--- src/rtl/spi_pkg.sv ---
`default_nettype none
// ============================================================================
// Module      : spi_pkg
// Description : Shared types and constants for the SPI frame sequencer.
//               - state_t        : sequencer states (IDLE / ACTIVE / GAP)
//               - DATA_W_DEFAULT : default frame length in bits
//               - MIN_DIVISOR    : smallest baud-rate divisor that may start
//                                  a frame
// Revision    : 1.0 - initial release
// ============================================================================
package spi_pkg;

    localparam int DATA_W_DEFAULT = 8;
    localparam int MIN_DIVISOR    = 4;

    typedef enum logic [1:0] {
        ST_IDLE   = 2'd0,
        ST_ACTIVE = 2'd1,
        ST_GAP    = 2'd2
    } state_t;

endpackage : spi_pkg
`default_nettype wire

--- src/rtl/spi_shift_reg.sv ---
`default_nettype none
// ============================================================================
// Module      : spi_shift_reg
// Description : Transmit/receive shift registers for one SPI frame.
//               Ports:
//                 clk, rst        clock / synchronous active-high reset
//                 i_load          parallel load of i_load_data into tx
//                 i_load_data     byte to transmit
//                 i_lsbfe         1 = LSB first, 0 = MSB first
//                 i_shift         advance tx, shift i_miso into rx
//                 i_miso          serial input bit
//                 o_load_bit      first bit of i_load_data in the chosen order
//                 o_tx_bit        bit currently at the tx pointer
//                 o_tx_next_bit   bit at the pointer after the next shift
//                 o_rx_next       rx contents once i_miso is shifted in
// Revision    : 1.0 - initial release
// ============================================================================
module spi_shift_reg #(
    parameter int DATA_W = 8
) (
    input  logic              clk,
    input  logic              rst,
    input  logic              i_load,
    input  logic [DATA_W-1:0] i_load_data,
    input  logic              i_lsbfe,
    input  logic              i_shift,
    input  logic              i_miso,
    output logic              o_load_bit,
    output logic              o_tx_bit,
    output logic              o_tx_next_bit,
    output logic [DATA_W-1:0] o_rx_next
);

    logic [DATA_W-1:0] r_tx;
    logic [DATA_W-1:0] r_rx;
    logic [DATA_W-1:0] w_tx_shifted;

    // The outgoing bit always sits at one end of r_tx, so the pointer is
    // advanced by shifting toward that end.
    assign w_tx_shifted  = i_lsbfe ? {1'b0, r_tx[DATA_W-1:1]} : {r_tx[DATA_W-2:0], 1'b0};
    assign o_tx_bit      = i_lsbfe ? r_tx[0] : r_tx[DATA_W-1];
    assign o_tx_next_bit = i_lsbfe ? r_tx[1] : r_tx[DATA_W-2];
    assign o_load_bit    = i_lsbfe ? i_load_data[0] : i_load_data[DATA_W-1];
    assign o_rx_next     = i_lsbfe ? {i_miso, r_rx[DATA_W-1:1]} : {r_rx[DATA_W-2:0], i_miso};

    always_ff @(posedge clk) begin
        if (rst) begin
            r_tx <= '0;
            r_rx <= '0;
        end else if (i_load) begin
            r_tx <= i_load_data;
            r_rx <= '0;
        end else if (i_shift) begin
            r_tx <= w_tx_shifted;
            r_rx <= o_rx_next;
        end
    end

endmodule : spi_shift_reg
`default_nettype wire

--- src/rtl/spi_xfer_ctrl.sv ---
`default_nettype none
// ============================================================================
// Module      : spi_xfer_ctrl
// Description : Master-side SPI frame sequencer. Holds one transmit byte,
//               drives slave-select and MOSI from the baud generator's
//               send/sample flags, assembles the received byte and pulses
//               spif_o at frame end.
//               Ports:
//                 PCLK, PRESET            clock / sync active-high reset
//                 spe_i                   enable; low aborts any frame
//                 cpol_i, cpha_i, lsbfe_i mode and bit order
//                 send_data_i, data_mosi_i  holding-buffer write
//                 BaudRateDivisor_i       PCLK cycles per SCLK period
//                 mosi_send_sclk*_i       send flags (two phase groups)
//                 miso_receive_sclk*_i    sample flags (two phase groups)
//                 miso_i                  serial input
//                 ss_o, mosi_o, tip_o     serial side status
//                 sptef_o, spif_o         buffer empty / frame complete
//                 data_miso_o             last received byte
//                 cfg_err_o               frame refused, divisor too small
// Revision    : 1.0 - initial release
// ============================================================================
module spi_xfer_ctrl
    import spi_pkg::*;
#(
    parameter int DATA_W = DATA_W_DEFAULT,
    parameter int DIV_W  = 12
) (
    input  logic              PCLK,
    input  logic              PRESET,
    input  logic              spe_i,
    input  logic              cpol_i,
    input  logic              cpha_i,
    input  logic              lsbfe_i,
    input  logic              send_data_i,
    input  logic [DATA_W-1:0] data_mosi_i,
    input  logic [DIV_W-1:0]  BaudRateDivisor_i,
    input  logic              mosi_send_sclk_i,
    input  logic              mosi_send_sclk0_i,
    input  logic              miso_receive_sclk_i,
    input  logic              miso_receive_sclk0_i,
    input  logic              miso_i,
    output logic              ss_o,
    output logic              mosi_o,
    output logic              tip_o,
    output logic              sptef_o,
    output logic              spif_o,
    output logic [DATA_W-1:0] data_miso_o,
    output logic              cfg_err_o
);

    localparam int                 CNT_W      = $clog2(DATA_W);
    localparam logic [CNT_W-1:0]   c_LAST_BIT = CNT_W'(DATA_W - 1);
    localparam logic [CNT_W-1:0]   c_CNT_ONE  = CNT_W'(1);
    localparam logic [DIV_W-2:0]   c_GAP_ONE  = (DIV_W-1)'(1);

    state_t            r_state;
    logic              r_ss;
    logic              r_mosi;
    logic              r_sptef;
    logic              r_spif;
    logic              r_cfg_err;
    logic [DATA_W-1:0] r_data_miso;
    logic [DATA_W-1:0] r_hold;
    logic [CNT_W-1:0]  r_bit_cnt;
    logic [DIV_W-2:0]  r_gap_cnt;

    logic              w_send;
    logic              w_sample;
    logic              w_div_ok;
    logic              w_start;
    logic              w_shift;
    logic [DIV_W-2:0]  w_half;
    logic              w_load_bit;
    logic              w_tx_bit;
    logic              w_tx_next_bit;
    logic [DATA_W-1:0] w_rx_next;

    // Modes 1 and 2 use the falling-group flags, modes 0 and 3 the rising group.
    assign w_send   = (cpol_i ^ cpha_i) ? mosi_send_sclk0_i    : mosi_send_sclk_i;
    assign w_sample = (cpol_i ^ cpha_i) ? miso_receive_sclk0_i : miso_receive_sclk_i;

    assign w_div_ok = (BaudRateDivisor_i >= DIV_W'(MIN_DIVISOR));
    assign w_half   = BaudRateDivisor_i[DIV_W-1:1];
    assign w_start  = (r_state == ST_IDLE) && spe_i && !r_sptef && w_div_ok;
    assign w_shift  = (r_state == ST_ACTIVE) && spe_i && w_sample;

    spi_shift_reg #(
        .DATA_W (DATA_W)
    ) u_shift_reg (
        .clk           (PCLK),
        .rst           (PRESET),
        .i_load        (w_start),
        .i_load_data   (r_hold),
        .i_lsbfe       (lsbfe_i),
        .i_shift       (w_shift),
        .i_miso        (miso_i),
        .o_load_bit    (w_load_bit),
        .o_tx_bit      (w_tx_bit),
        .o_tx_next_bit (w_tx_next_bit),
        .o_rx_next     (w_rx_next)
    );

    always_ff @(posedge PCLK) begin
        if (PRESET) begin
            r_state     <= ST_IDLE;
            r_ss        <= 1'b1;
            r_mosi      <= 1'b0;
            r_sptef     <= 1'b1;
            r_spif      <= 1'b0;
            r_cfg_err   <= 1'b0;
            r_data_miso <= '0;
            r_hold      <= '0;
            r_bit_cnt   <= '0;
            r_gap_cnt   <= '0;
        end else begin
            r_spif    <= 1'b0;
            r_cfg_err <= 1'b0;
            if (!spe_i) begin
                r_state <= ST_IDLE;
                r_ss    <= 1'b1;
                r_sptef <= 1'b1;
                r_hold  <= '0;
            end else begin
                // A start or refusal only happens while the buffer is full,
                // so it never collides with an accepted write.
                if (r_sptef && send_data_i) begin
                    r_hold  <= data_mosi_i;
                    r_sptef <= 1'b0;
                end
                case (r_state)
                    ST_IDLE: begin
                        if (!r_sptef) begin
                            r_sptef <= 1'b1;
                            if (w_div_ok) begin
                                r_ss      <= 1'b0;
                                r_mosi    <= w_load_bit;
                                r_bit_cnt <= '0;
                                r_state   <= ST_ACTIVE;
                            end else begin
                                r_cfg_err <= 1'b1;
                            end
                        end
                    end
                    ST_ACTIVE: begin
                        // With a coincident sample the pointer has already
                        // moved, so the following bit goes out.
                        if (w_send) begin
                            r_mosi <= w_sample ? w_tx_next_bit : w_tx_bit;
                        end
                        if (w_sample) begin
                            r_bit_cnt <= r_bit_cnt + c_CNT_ONE;
                            if (r_bit_cnt == c_LAST_BIT) begin
                                r_data_miso <= w_rx_next;
                                r_spif      <= 1'b1;
                                r_ss        <= 1'b1;
                                r_gap_cnt   <= w_half - c_GAP_ONE;
                                r_state     <= ST_GAP;
                            end
                        end
                    end
                    ST_GAP: begin
                        // The IDLE cycle that follows also keeps ss high, so
                        // GAP ends one count early to give divisor/2 in total.
                        if (r_gap_cnt <= c_GAP_ONE) begin
                            r_state <= ST_IDLE;
                        end else begin
                            r_gap_cnt <= r_gap_cnt - c_GAP_ONE;
                        end
                    end
                    default: begin
                        r_state <= ST_IDLE;
                    end
                endcase
            end
        end
    end

    assign ss_o        = r_ss;
    assign tip_o       = !r_ss;
    assign mosi_o      = r_mosi;
    assign sptef_o     = r_sptef;
    assign spif_o      = r_spif;
    assign cfg_err_o   = r_cfg_err;
    assign data_miso_o = r_data_miso;

endmodule : spi_xfer_ctrl
`default_nettype wire

--- config.mk ---
export PLATFORM = sky130hd
export DESIGN_NAME = spi_xfer_ctrl
export DESIGN_NICKNAME = d
export VERILOG_FILES = /design/src/rtl/spi_pkg.sv /design/src/rtl/spi_shift_reg.sv /design/src/rtl/spi_xfer_ctrl.sv
export SDC_FILE = /design/constraint.sdc
export NUM_CORES = 1
export LEC_CHECK = 0
export CELL_PAD_IN_SITES_DETAIL_PLACEMENT = 1
export CELL_PAD_IN_SITES_GLOBAL_PLACEMENT = 2
export CORE_UTILIZATION = 40
export DETAILED_ROUTE_END_ITERATION = 6
export DONT_BUFFER_PORTS = 1
export HOLD_SLACK_MARGIN = 0.02
export MAX_ROUTING_LAYER = met4
export PLACE_DENSITY = 0.9
export SLEW_MARGIN = 0
export SYNTH_ARGS = -nofsm -noshare
export SYNTH_HDL_FRONTEND = slang
export SYNTH_SLANG_ARGS = --single-unit
--- constraint.sdc ---
create_clock -name PCLK -period 4.7 [get_ports PCLK]
set_input_delay 0.47 -clock PCLK [delete_from_list [all_inputs] [get_ports PCLK]]
set_output_delay 0.47 -clock PCLK [all_outputs]
set_load 0.02 [all_outputs]
==> summary.md <==
| Metric | Value |
|---|---|
| Hold Vio Cnt, Final | 0 |
| Starting Density | 0.4133 |
| CP Max Fanout | 20 |
| Critical path class | flop to flop |
| Sw power | just under 0.2 mW |
| Avg Vias per Cell | around 6 |
| Slew margin rel. | 0.1645 |
| Net Count, Synth | 378 |
| DRC viols | 0 |
| Most frequent cells in the layout | dfxtp_1 (53), nand2_1 (34), a21oi_1 (27), nor2_1 (27), o21ai_0 (21) |
| ANT nets after route | 0 |
| Setup WS pre-CTS | 1.825 ns |
| Setup-failing EPs final | 0 |
| Mapped Cells | around 340 |
| Max IR drop VDD | 0.0001280 V |
| Initial antenna violation count | 0 |
| Ys flop type | dfxtp_1 |
| Full die area | between 7000 and 8000 sq um |
| First-pass GRT wire length | roughly 12 mm |
| Final Skew | ~0.008 ns |
| Power Internal | between 0.5 and 0.6 mW |
| Post-Syn Area | 2793 sq um |
| LEAKAGE | slightly below 1 nW |
| Routability cong. | ~0.77 |
| Wire per inst | roughly 17 um |
| IO Pins | 46 |
| Status | finished clean |
| Clock Sinks | between 50 and 60 |
| Cts hold-fix bufs | 0 |
| Post-synth ARST share | 0 |
| Fillers | about 830 |
| Remaining Overflow, GRT | 0 |
| Maximum clock rate | between 0.3 and 0.4 GHz |
| TritonCTS buffer count | 5 |
| Area growth syn-to-layout | 3.181% |
| Layout cells sized above 1 | 0.06173 |
| Max cap viols | 0 |
| Worst EP arrival | 3.12 ns |
| Router iterations before antenna repair | 4 |
| Clk_lat worst skew | slightly above 0.3 ns |
| Clock power share | 0.341 |
| Placeable Area | 6756 sq um |
| Unrepaired setup endpoints after global routing | no |
| Flop pwr share | 0.594 |
| Worst-path clk slew | ~0.1 ns |
| H-tree Lvls | 2 |
| Post-cts sizing count | 0 |
| Hold Crit Class | input port to flop |
| TritonCTS clock tree | done |
| Ys Warns | 0 |
| Comb power frac | 0.065 |
| Largest net degree at the start of global routing | 28 |
| Commonest non-fill, non-tap cell in the layout | dfxtp_1 |
| Vias in the first global route | around 2400 |
| HPWL Detailed | 4.822 mm |
| Syn Area/Cell | approximately 8 sq um |
| Seq/Total Area, Yosys | 0.3799 |
| Clk buf depth | 2 |
| Tmin final | a little under 3 ns |
| CTS root buffer | clkbuf_8 |
| EDFF count, synth | 0 |
| Final worst-path setup slack | 1.794 ns |
| Die height | about 86 um |
| CP startpoint kind | flop |
| Antenna cells | 0 |
| Routed WL | 6.890 mm |
| Final nets | 360 |
| Placed cell area | 2791 sq um |
| Crit path capture type | flop |
| Synth Register Bits | 53 |
| Final worst path period share | 0.6184 |
| Worst endpoint required time | 4.91 ns |
| Slew Viols, Final | 0 |
| PwrDens | ~270 nW/um^2 |
| Switching fraction of total power | 0.2500 |
| Slew of the pin with the lowest slew margin | about 1.2 ns |
| Iter 0 DRT Violations | 86 |
| Cell area after layout | a little under 3000 sq um |
| Rows | 30 |
| PortBufs | 0 |
| Chip width | approximately 86 um |
| Netlist cell types | 46 |
| TNS Setup | 0 ns |
| Overall routing resource usage | 0.2054 |
| Post-CTS Setup Inserts | 0 |
| Via count | about 2500 |
## critical path, stage by stage (launching register included)
cell and delay, ns:
dfxtp_1 0.44, nor2b_1 0.46, nand2_1 0.38, nor2_1 1.03, nand3_1 0.18, a311oi_1 0.31
## logic make-up after synthesis
kind of cell	after synthesis	share of synthesized area
AO/OA/AOI/OAI	96	0.2236
XOR/XNOR	9	0.02822
adder cells (fa/ha/maj)	5	0.02240
buffers and inverters	34	0.04973
flip-flops	53	0.3799
multiplexers	21	0.07616
AND/OR/NAND/NOR	123	0.2200
## layout make-up
cell class,count,area (sq um),area share
inverter,8,30.03,0.01042
timing repair buffer,1,7.507,0.002605
clock buffer,5,68.82,0.02388
clock inverter,3,21.27,0.007382
tap,80,100.1,0.03474
multi-input combinational,254,1593,0.5528
sequential,53,1061,0.3682
## power by group through the flow
stage | sequential [mW] | clock, mW | combinational (mW)
global placement | 0.470 | 0 | 0.0495
detailed placement | 0.470 | 0 | 0.0505
finish | 0.459 | 0.263 | 0.0506
CTS | 0.459 | 0.275 | 0.0509
global route | 0.460 | 0.291 | 0.0566
floorplan | 0.467 | 0 | 0.0512
## final timing paths
path / endpoint / start / slack [ns] / cells past startpoint
worst max-delay path: u_shift_reg.r_tx[0] / r_state[0] / 1.79 / 5
worst min-delay path: r_gap_cnt[7] / PRESET / 0.22 / 1
worst max register to register: u_shift_reg.r_tx[0] / r_state[0] / 1.79 / 5
worst min register to register: r_hold[2] / r_hold[2] / 0.46 / 2
## registers in the layout, summed over array words and instances, names as in the netlist
name / flops
u_shift_reg.r_rx: 8
spif_o: 1
cfg_err_o: 1
ss_o: 1
data_miso_o: 8
r_state: 2
u_shift_reg.r_tx: 8
r_bit_cnt: 3
mosi_o: 1
sptef_o: 1
r_hold: 8
r_gap_cnt: 11
## metal layers
layer,vias to the layer above,wire length [um],track usage
li1,1220,-,-
met1,1184,3347,0.2738
met2,51,3208,0.3244
met3,6,267,0.03657
met4,0,67,0.05000
met5,-,0,-
## cells in the mapped netlist (2+ instances only)
master	number	area, sq um
o31ai_1	2	15.01
o211ai_1	5	37.54
a311oi_1	3	26.28
a21oi_1	27	135.1
nand3b_1	2	15.01
nand3_1	16	80.08
o21ai_0	21	105.1
inv_1	8	30.03
nand4_1	2	12.51
o2111ai_1	6	52.55
o22ai_1	6	37.54
mux2_2	2	22.52
or4_1	7	52.55
xnor2_1	5	43.79
buf_2	3	15.01
nand2b_1	3	18.77
nor3_1	16	80.08
nand2_1	34	127.6
or4b_2	2	20.02
clkbuf_1	22	82.58
nor4_1	4	25.02
a211oi_1	16	120.1
ha_1	5	62.56
mux2i_1	19	190.2
dfxtp_1	53	1061
nor2b_1	2	12.51
xor2_1	4	35.03
o41ai_1	2	17.52
nor2_1	27	101.4
## stage by stage
stage	util	hold WS [ns]	instances	power, mW
after global routing	0.4265	0.1975	404	0.8075
after detailed placement	0.4131	0.4491	396	0.5203
after CTS	0.4265	0.2042	404	0.7851
final	0.4265	0.2232	404	0.7732
after global placement	0.4131	0.4450	396	0.5191
after floorplan	-	0.4366	341	0.5187
Note: power is estimated with default switching activity, not from simulation.
